<file path="src/rtl/pal_term_programmer_pkg.sv">
// Shared definitions for the PAL AND-term programmer: FSM encoding and width helpers.
// Define PAL_PARITY_EN to add an even-parity bit as the MSB of each config word.
package pal_term_programmer_pkg;

  typedef enum logic [2:0] {
    ST_IDLE   = 3'd0,
    ST_FETCH  = 3'd1,
    ST_SETUP  = 3'd2,
    ST_STROBE = 3'd3,
    ST_HOLD   = 3'd4,
    ST_DONE   = 3'd5
  } state_t;

`ifdef PAL_PARITY_EN
  localparam int PAR_W = 1;
`else
  localparam int PAR_W = 0;
`endif

  // Width of an index over n items, never narrower than one bit.
  function automatic int idx_width(input int n);
    return (n <= 1) ? 1 : $clog2(n);
  endfunction

endpackage

</file>
<file path="src/rtl/pal_term_programmer_wen_decoder.sv">
// Registered one-hot write-strobe decoder: term_wen[idx] is set while en is high.
module pal_term_programmer_wen_decoder #(
  parameter int NUM_TERMS = 4,
  parameter int IDX_W     = 2
) (
  input  logic                 clk,
  input  logic                 rst,
  input  logic                 en,
  input  logic [IDX_W-1:0]     idx,
  output logic [NUM_TERMS-1:0] term_wen
);

  logic [NUM_TERMS-1:0] wen_n;

  always_comb begin
    wen_n = '0;
    for (int i = 0; i < NUM_TERMS; i++) begin
      wen_n[i] = en && (idx == IDX_W'(i));
    end
  end

  always_ff @(posedge clk) begin
    if (rst) term_wen <= '0;
    else     term_wen <= wen_n;
  end

endmodule

</file>
<file path="src/rtl/pal_term_programmer.sv">
// Write-side controller that streams one select mask per PAL AND term and strobes it in.
// Optional parity checking of config words is enabled with PAL_PARITY_EN.
//
// state  | meaning
// IDLE   | waiting for start; outputs quiet, term_sel keeps last mask
// FETCH  | cfg_ready high, waiting for the next term mask
// SETUP  | term_sel driven, strobe low (setup margin)
// STROBE | term_wen[idx] high for STROBE_CYCLES cycles
// HOLD   | strobe low, term_sel unchanged (hold margin)
// DONE   | one-cycle done pulse, then back to IDLE
module pal_term_programmer
  import pal_term_programmer_pkg::*;
#(
  parameter int NUM_INPUTS    = 5,
  parameter int NUM_TERMS     = 4,
  parameter int STROBE_CYCLES = 2
) (
  input  logic                        clk,
  input  logic                        rst,
  input  logic                        start,
  input  logic                        abort,
  input  logic [NUM_INPUTS+PAR_W-1:0] cfg_data,
  input  logic                        cfg_valid,
  output logic                        cfg_ready,
  output logic [NUM_INPUTS-1:0]       term_sel,
  output logic [NUM_TERMS-1:0]        term_wen,
  output logic                        busy,
  output logic                        done,
  output logic                        err
);

  localparam int IDX_W = idx_width(NUM_TERMS);
  localparam int CNT_W = idx_width(STROBE_CYCLES);
  localparam logic [IDX_W-1:0] LAST_IDX    = IDX_W'(NUM_TERMS - 1);
  localparam logic [CNT_W-1:0] STROBE_LOAD = CNT_W'(STROBE_CYCLES - 1);

  state_t           state, state_n;
  logic [IDX_W-1:0] idx;
  logic [CNT_W-1:0] cnt;
  logic             accept;
  logic             parity_bad;

  assign accept = (state == ST_FETCH) && cfg_valid && cfg_ready;

`ifdef PAL_PARITY_EN
  // Even parity: mask bits plus parity bit must XOR to zero.
  assign parity_bad = ^cfg_data;
`else
  assign parity_bad = 1'b0;
`endif

  always_comb begin
    state_n = state;
    if (abort && (state != ST_IDLE)) begin
      state_n = ST_IDLE;
    end else begin
      case (state)
        ST_IDLE:   if (start && !abort) state_n = ST_FETCH;
        ST_FETCH:  if (accept) state_n = parity_bad ? ST_IDLE : ST_SETUP;
        ST_SETUP:  state_n = ST_STROBE;
        ST_STROBE: if (cnt == '0) state_n = ST_HOLD;
        ST_HOLD:   state_n = (idx == LAST_IDX) ? ST_DONE : ST_FETCH;
        ST_DONE:   state_n = ST_IDLE;
        default:   state_n = ST_IDLE;
      endcase
    end
  end

  always_ff @(posedge clk) begin
    if (rst) begin
      state     <= ST_IDLE;
      idx       <= '0;
      cnt       <= '0;
      term_sel  <= '0;
      cfg_ready <= 1'b0;
      busy      <= 1'b0;
      done      <= 1'b0;
      err       <= 1'b0;
    end else begin
      state     <= state_n;
      cfg_ready <= (state_n == ST_FETCH);
      busy      <= state_n inside {ST_FETCH, ST_SETUP, ST_STROBE, ST_HOLD};
      done      <= (state_n == ST_DONE);

      if ((state == ST_IDLE) && (state_n == ST_FETCH)) begin
        idx <= '0;
        err <= 1'b0;
      end else if ((state == ST_HOLD) && (state_n == ST_FETCH)) begin
        idx <= idx + 1'b1;
      end

      if ((state_n == ST_STROBE) && (state != ST_STROBE)) cnt <= STROBE_LOAD;
      else if ((state == ST_STROBE) && (cnt != '0))       cnt <= cnt - 1'b1;

      // A word accepted alongside abort is consumed but never reaches a strobe.
      if (accept && !parity_bad)          term_sel <= cfg_data[NUM_INPUTS-1:0];
      if (accept && parity_bad && !abort) err      <= 1'b1;
    end
  end

  pal_term_programmer_wen_decoder #(
    .NUM_TERMS (NUM_TERMS),
    .IDX_W     (IDX_W)
  ) u_wen_decoder (
    .clk      (clk),
    .rst      (rst),
    .en       (state_n == ST_STROBE),
    .idx      (idx),
    .term_wen (term_wen)
  );

endmodule

</file>
<file path="config.mk">
export PLATFORM = sky130hd
export DESIGN_NAME = pal_term_programmer
export DESIGN_NICKNAME = d
export VERILOG_FILES = /design/src/rtl/pal_term_programmer_pkg.sv /design/src/rtl/pal_term_programmer_wen_decoder.sv /design/src/rtl/pal_term_programmer.sv
export SDC_FILE = /design/constraint.sdc
export NUM_CORES = 1
export LEC_CHECK = 0
export BUFFER_PORTS_ARGS = -buffer_cell sky130_fd_sc_hd__buf_4
export CORE_AREA = 2 2 44 46
export CTS_BUF_LIST = sky130_fd_sc_hd__clkbuf_16
export CTS_CLUSTER_DIAMETER = 150
export DETAILED_ROUTE_END_ITERATION = 10
export DIE_AREA = 0 0 46 48
export GPL_TIMING_DRIVEN = 0
export HOLD_SLACK_MARGIN = 0.06
export PLACE_DENSITY = 0.73
export SLEW_MARGIN = 20
export SYNTH_ARGS = -nofsm -noshare
export SYNTH_HDL_FRONTEND = slang
export SYNTH_SLANG_ARGS = --single-unit
</file>
<file path="constraint.sdc">
create_clock -name clk -period 3.8 [get_ports clk]
set_input_delay 0.38 -clock clk [delete_from_list [all_inputs] [get_ports clk]]
set_output_delay 0.38 -clock clk [all_outputs]
set_load 0.01 [all_outputs]
</file>
==> results of run 1 <==
## stage by stage
step,worst slack [ps],std cells,hold slack (ps),instance area (um^2),power [mW]
floorplan,2270,83,464,802,0.214
global placement,2120,121,476,981,0.229
detailed placement,2110,121,488,981,0.230
CTS,2150,124,343,1060,0.431
global route,2060,124,351,1060,0.443
finish,2160,124,347,1060,0.427
## cell families (layout without fill, tap and decap cells)
family                   Yosys count  count (layout)  share of synthesized area [%]
AO/OA/AOI/OAI                     12              12                           13.1
XOR/XNOR                           1               1                           1.09
adder cells (fa/ha/maj)            4               4                           6.24
buffers and inverters              7              31                           5.15
flip-flops                        18              18                           44.9
multiplexers                       7               7                           8.74
other                              1               1                          0.468
AND/OR/NAND/NOR                   33              33                           20.3
## cell usage in the layout, fill, tap and decap left out
master / Yosys / layout
nor4_1: 1 / 1
clkbuf_16: 0 / 3
o21ai_0: 1 / 1
a32o_1: 1 / 1
o31ai_1: 1 / 1
o2bb2ai_2: 1 / 1
inv_1: 3 / 3
and2b_1: 1 / 1
nand2_1: 4 / 4
buf_6: 1 / 1
ha_1: 4 / 4
a31o_1: 1 / 1
nand3_1: 2 / 2
conb_1: 1 / 1
dfxtp_1: 18 / 18
a211oi_1: 2 / 2
a311oi_1: 2 / 2
nor3_2: 1 / 1
a21oi_1: 1 / 1
xnor2_1: 1 / 1
nor2b_1: 1 / 1
mux2i_1: 7 / 7
or4b_1: 1 / 1
o31ai_2: 1 / 1
nor2_1: 16 / 16
a211o_1: 1 / 1
and2_1: 4 / 4
clkbuf_1: 1 / 1
nand2b_1: 2 / 2
buf_4: 2 / 23
## registers in the layout, indices dropped and copies added (netlist names)
| name | count |
|---|---|
| term_sel | 5 |
| u_wen_decoder.term_wen | 4 |
| state | 3 |
| idx | 2 |
| busy | 1 |
| cfg_ready | 1 |
| cnt | 1 |
| done | 1 |
## metal layers
layer / global-route usage (%) / up-vias / part of all wire (%)
li1: - / 333 / -
met1: 19.5 / 280 / 48
met2: 25.3 / 21 / 46
met3: 3.77 / 2 / 4.9
met4: 6.86 / 0 / 1.2
met5: 0 / - / 0
## cell type report
type | instances | area [um^2] | share of cell area (%)
plain buffers | 4 | 30.0 | 2.84
well taps | 17 | 21.3 | 2.01
inverters | 3 | 11.3 | 1.07
flip-flops and latches | 18 | 360 | 34.1
repair buffers | 21 | 158 | 14.9
clock buffers | 3 | 75.1 | 7.11
multi-input cells | 58 | 400 | 37.9
## worst max path at each step
stage	slack, ps	to	start	cells past startpoint
floorplan	2270	done$_SDFF_PP0_	state[2]$_SDFF_PP0_	6
global placement	2120	cfg_ready$_SDFF_PP0_	abort	6
detailed placement	2110	cfg_ready$_SDFF_PP0_	abort	6
finish	2160	done$_SDFF_PP0_	state[2]$_SDFF_PP0_	6
CTS	2150	done$_SDFF_PP0_	state[2]$_SDFF_PP0_	6
global route	2060	done$_SDFF_PP0_	state[2]$_SDFF_PP0_	6
## power by group through the flow
stage               clock, mW  combinational (mW)  sequential (mW)
floorplan                   0              0.0145            0.200
global placement            0              0.0303            0.199
detailed placement          0              0.0309            0.199
CTS                     0.205              0.0312            0.195
global route            0.214              0.0338            0.195
finish                  0.200              0.0310            0.195
==> flow_summary.ini, run 1 <==
[outcome]
status = finished clean

[place]
io_buffers = 21
place_hpwl_mm = 1.11
place.gp.congestion = 0.778

[setup_path]
startpoint_type = flip-flop
rr_endpoint = done$_SDFF_PP0_
cp_top_family = simple AND/OR/NAND/NOR gates
r2r-start = state[2]$_SDFF_PP0_
slowest_delay_ps = 520
reg2reg_setup_slack_ps = 2160
crit_buf_inv = 1
crit_arrival_ps = 1820
crit_chain = buf_6, or4b_1, o31ai_2, o2bb2ai_2, a211o_1, nor2_1
reg2reg_depth = 6
worstSetupPathType = reg -> reg
crit_fanout = 10
required_ps = 3980
critPathCaptureType = flip-flop
cp_slowest_cell = or4b_1

[global_route]
overflow = 0
antenna_found_initial = 0
grt_pass1_wl_mm = 2.48
grtUsageTotal_pct = 15.5
grt_pass1_vias = 568
grt_start_max_net_pins = 11

[timing]
finalCriticalPeriod_ps = 1640
rsz0062_at_grt = no
finalCritPeriodShare_pct = 43.1
worstMarginPinSlew_ps = 527
skew_ps = 0.927
hold_viol = 0
timing.fmax_mhz = 611
final_max_slew_viol_count = 0
setup_viol = 0
setup_tns_ps = 0
max-slew-margin-rel_pct = 64.5

[floorplan]
rows = 15
die_area_um2 = 2210
initial_core_util_pct = 47.5
die_w_um = 46
die_h_um = 48
ioPinCount = 23
core_area_um2 = 1690

[synth]
synthTopCellsByArea = dfxtp_1, mux2i_1, nor2_1
synthFlopType = dfxtp_1
netlist_area_um2 = 802
yosysSeqAreaShare_pct = 44.9
ys.warnings.count = 0
async_flop_share_pct = 0
synth_most_common_cell = dfxtp_1
synth.distinct_cells = 29
yosysTopAreaCell = dfxtp_1
synth_seq_cells = 18
netlist_top_cells_count = dfxtp_1, nor2_1, mux2i_1
yosysTopAreaCellShare_pct = 44.9
synth_edf_count = 0
synth_nets = 97
syn_area_per_cell_um2 = 9.66
synth_cells = 83

[route]
ant_nets = 0
vias = 636
first_pass_iters = 4
routed_via_density = 5.13
drc = 0
drtIter0Drc = 10
post_drt_wl_per_cell_um = 12.2
routed_wl_mm = 1.51

[clocking]
path_clk_slew_ps = 50
worstSkewPairLatency_ps = 240
clock-sinks = 18
cts_hold_buffers = 0
numCtsBuffers = 3
clockBufferDepth = 2
cts_tree = done
root_buffer = clkbuf_16
cts-resized-gates = 0
htreeDepth = 1
post_cts_buffers = 0

[worst_hold_path]
hold_depth = 2
hold_class = in -> reg
min_to = state[2]$_SDFF_PP0_
min_from = rst

[power]
power_leakage_nw = 0.457
clockPowerShare_pct = 47.0
p_seq_share_pct = 45.8
powerDensity_nw_per_um2 = 404
power.internal_mw = 0.346
switching_share_pct = 18.9
power.share.combinational_pct = 7.3
switchingPower_mw = 0.0807
max-vdd-ir-drop_mv = 0.228

[layout]
drive_gt1_share_pct = 28.0
diodes = 0
layout.nets = 123
post-route-util_pct = 62.5
area_delta_synth_final_pct = 31.7
n_fill_cell = 145

[job]
maxCapViolCount = 0
(Power assumes the default switching activity.)
==> run 2: changes to the inputs <==
ABC_AREA = 1   (was default)
CORE_AREA = 2 2 45 47   (was 2 2 44 46)
DIE_AREA = 0 0 47 49   (was 0 0 46 48)
clock period = 1.56 ns   (was 3.8 ns; I/O delays follow)
==> flow_summary.ini, run 2 <==
[outcome]
status = finished clean

[timing]
final_max_slew_viol_count = 0
setup_viol = 0
skew_ps = 2.31
timing.fmax_mhz = 716
finalCritPeriodShare_pct = 89.6
finalCriticalPeriod_ps = 1400
hold_viol = 0
rsz0062_at_grt = no
setup_tns_ps = 0

[layout]
top_register = term_sel
fin_cells = 165
final_cell_mix = nor2_1, buf_4, dfxtp_1
drive_gt1_share_pct = 33.3
reg_top3 = term_sel x5, u_wen_decoder.term_wen x4, state x3
diodes = 0
largest_register_ffs = 5
finalInstanceArea_um2 = 1130
final_common_cell = nor2_1
area_delta_synth_final_pct = 31.4
layout.nets = 153

[clocking]
cts_hold_buffers = 0
htreeDepth = 1
post_cts_buffers = 0
path_clk_slew_ps = 50
cts_tree = done
numCtsBuffers = 3
cts-resized-gates = 0
clockBufferDepth = 2
clock-sinks = 18
worstSkewPairLatency_ps = 250
root_buffer = clkbuf_16

[synth]
netlist_top_cells_count = nor2_1, dfxtp_1, inv_1, nand2_1, nor2_2
synthAdderAreaFrac_pct = 5.81
netlist_area_um2 = 862
yosysTopAreaCellShare_pct = 41.8
synth_compound_gate_area_share_pct = 5.52
synth-simple-area-share_pct = 39.0
synth_seq_cells = 18
synth_top_family_by_area = simple AND/OR/NAND/NOR gates
synthFlopType = dfxtp_1
yosysTopAreaCell = dfxtp_1
async_flop_share_pct = 0
synth_xor_area_share_pct = 0
ys.warnings.count = 0
synthTopCellsByArea = dfxtp_1, nor2_1, ha_1
synth_cells = 113
synth.distinct_cells = 19
synth_nets = 127
synth_edf_count = 0
synth_most_common_cell = nor2_1
yosysSeqAreaShare_pct = 41.8
synth.mux.area_fraction_pct = 0
syn_area_per_cell_um2 = 7.63

[place]
place_hpwl_mm = 1.28
placedCellCount = 161
dpl_cell_area_um2 = 1050
io_buffers = 21
place.gp.congestion = 0.742

[floorplan]
core_area_um2 = 1840
die_h_um = 49
die_area_um2 = 2300
ioPinCount = 23
die_w_um = 47
initial_core_util_pct = 46.8
rows = 16

[route]
drc = 0
routed_wl_mm = 1.69
vias = 738
first_pass_iters = 4
drtIter0Drc = 7
post_drt_wl_per_cell_um = 10.3
ant_nets = 0
routed_via_density = 4.47

[setup_path]
slowest_delay_ps = 340
crit_fanout = 7
required_ps = 1710
crit_arrival_ps = 1540
startpoint_type = flip-flop
critPathCaptureType = flip-flop
crit_chain = inv_2, nand3_2, nor2_2, nor2_4, nor2_1, inv_1, nand2_2, nand2_2, nand2_1, nor2_1
cp_slowest_cell = dfxtp_1
worstSetupPathType = reg -> reg

[global_route]
grt_pass1_vias = 724
overflow = 0
grtUsageTotal_pct = 17.2
grt_start_max_net_pins = 11
grt_pass1_wl_mm = 2.82
antenna_found_initial = 0

[power]
powerDensity_nw_per_um2 = 982
power_leakage_nw = 0.547
max-vdd-ir-drop_mv = 0.832
power.total_mw = 1.11

[job]
maxCapViolCount = 0

[worst_hold_path]
hold_class = in -> reg
run 2: cell types whose count changed after synthesis, moves of 6 or more:
cell / change
inv_1: +10
nor2_2: +6
nand2_1: +9
mux2i_1: -7
nor2_1: +15
run 2: critical path: cells and delay by family, from the launching register on:
kind,cells,cell delay (ps)
buf+inv,2,170
flops,1,340
simple gates,8,780
run 2: power by group:
group          switching (mW)  total (mW)  internal (mW)
Sequential            0.00734       0.478          0.471
Combinational          0.0691       0.120         0.0512
Clock                   0.173       0.514          0.341
run 2: layout make-up:
cell class                      count  area [um^2]
Buffer                              2         11.3
Timing Repair Buffer               21          158
Clock inverter                      1         3.75
Sequential cell                    18          360
Clock buffer                        3         75.1
Fill cell                         171          709
Tap cell                           27         33.8
Multi-Input combinational cell     79          438
Inverter                           14         52.6
run 2: logic make-up after synthesis:
logic type / Yosys count
DFF: 18
other: 1
AOI/OAI and AO/OA: 8
adders and majority gates: 4
buffers and inverters: 16
and+or+nand+nor: 66
run 2: layer usage:
metal / global-route usage [%] / part of all wire (%)
met5: 0 / 0
met4: 9.26 / 1.7
met3: 3.70 / 5.3
met2: 29.0 / 51
met1: 19.0 / 42
run 2: metrics by stage:
step | setup WS [ps] | hold slack, ps | utilization [%]
after floorplan | 308 | 291 | -
after CTS | 154 | 128 | 61.5
final | 163 | 129 | 61.5
after global routing | 24.4 | 139 | 61.5
after detailed placement | 162 | 388 | 57.2
after global placement | 191 | 378 | 57.2
run 2: worst paths after layout:
kind / slack (ps) / cells after the start / startpoint / end
hold / removal: 130 / 3 / cfg_data[3] / term_sel[3]$_SDFFE_PP0P_
hold reg to reg: 520 / 2 / term_sel[1]$_SDFFE_PP0P_ / term_sel[1]$_SDFFE_PP0P_
setup / recovery: 160 / 10 / state[2]$_SDFF_PP0_ / busy$_SDFF_PP0_
setup reg to reg: 160 / 10 / state[2]$_SDFF_PP0_ / busy$_SDFF_PP0_
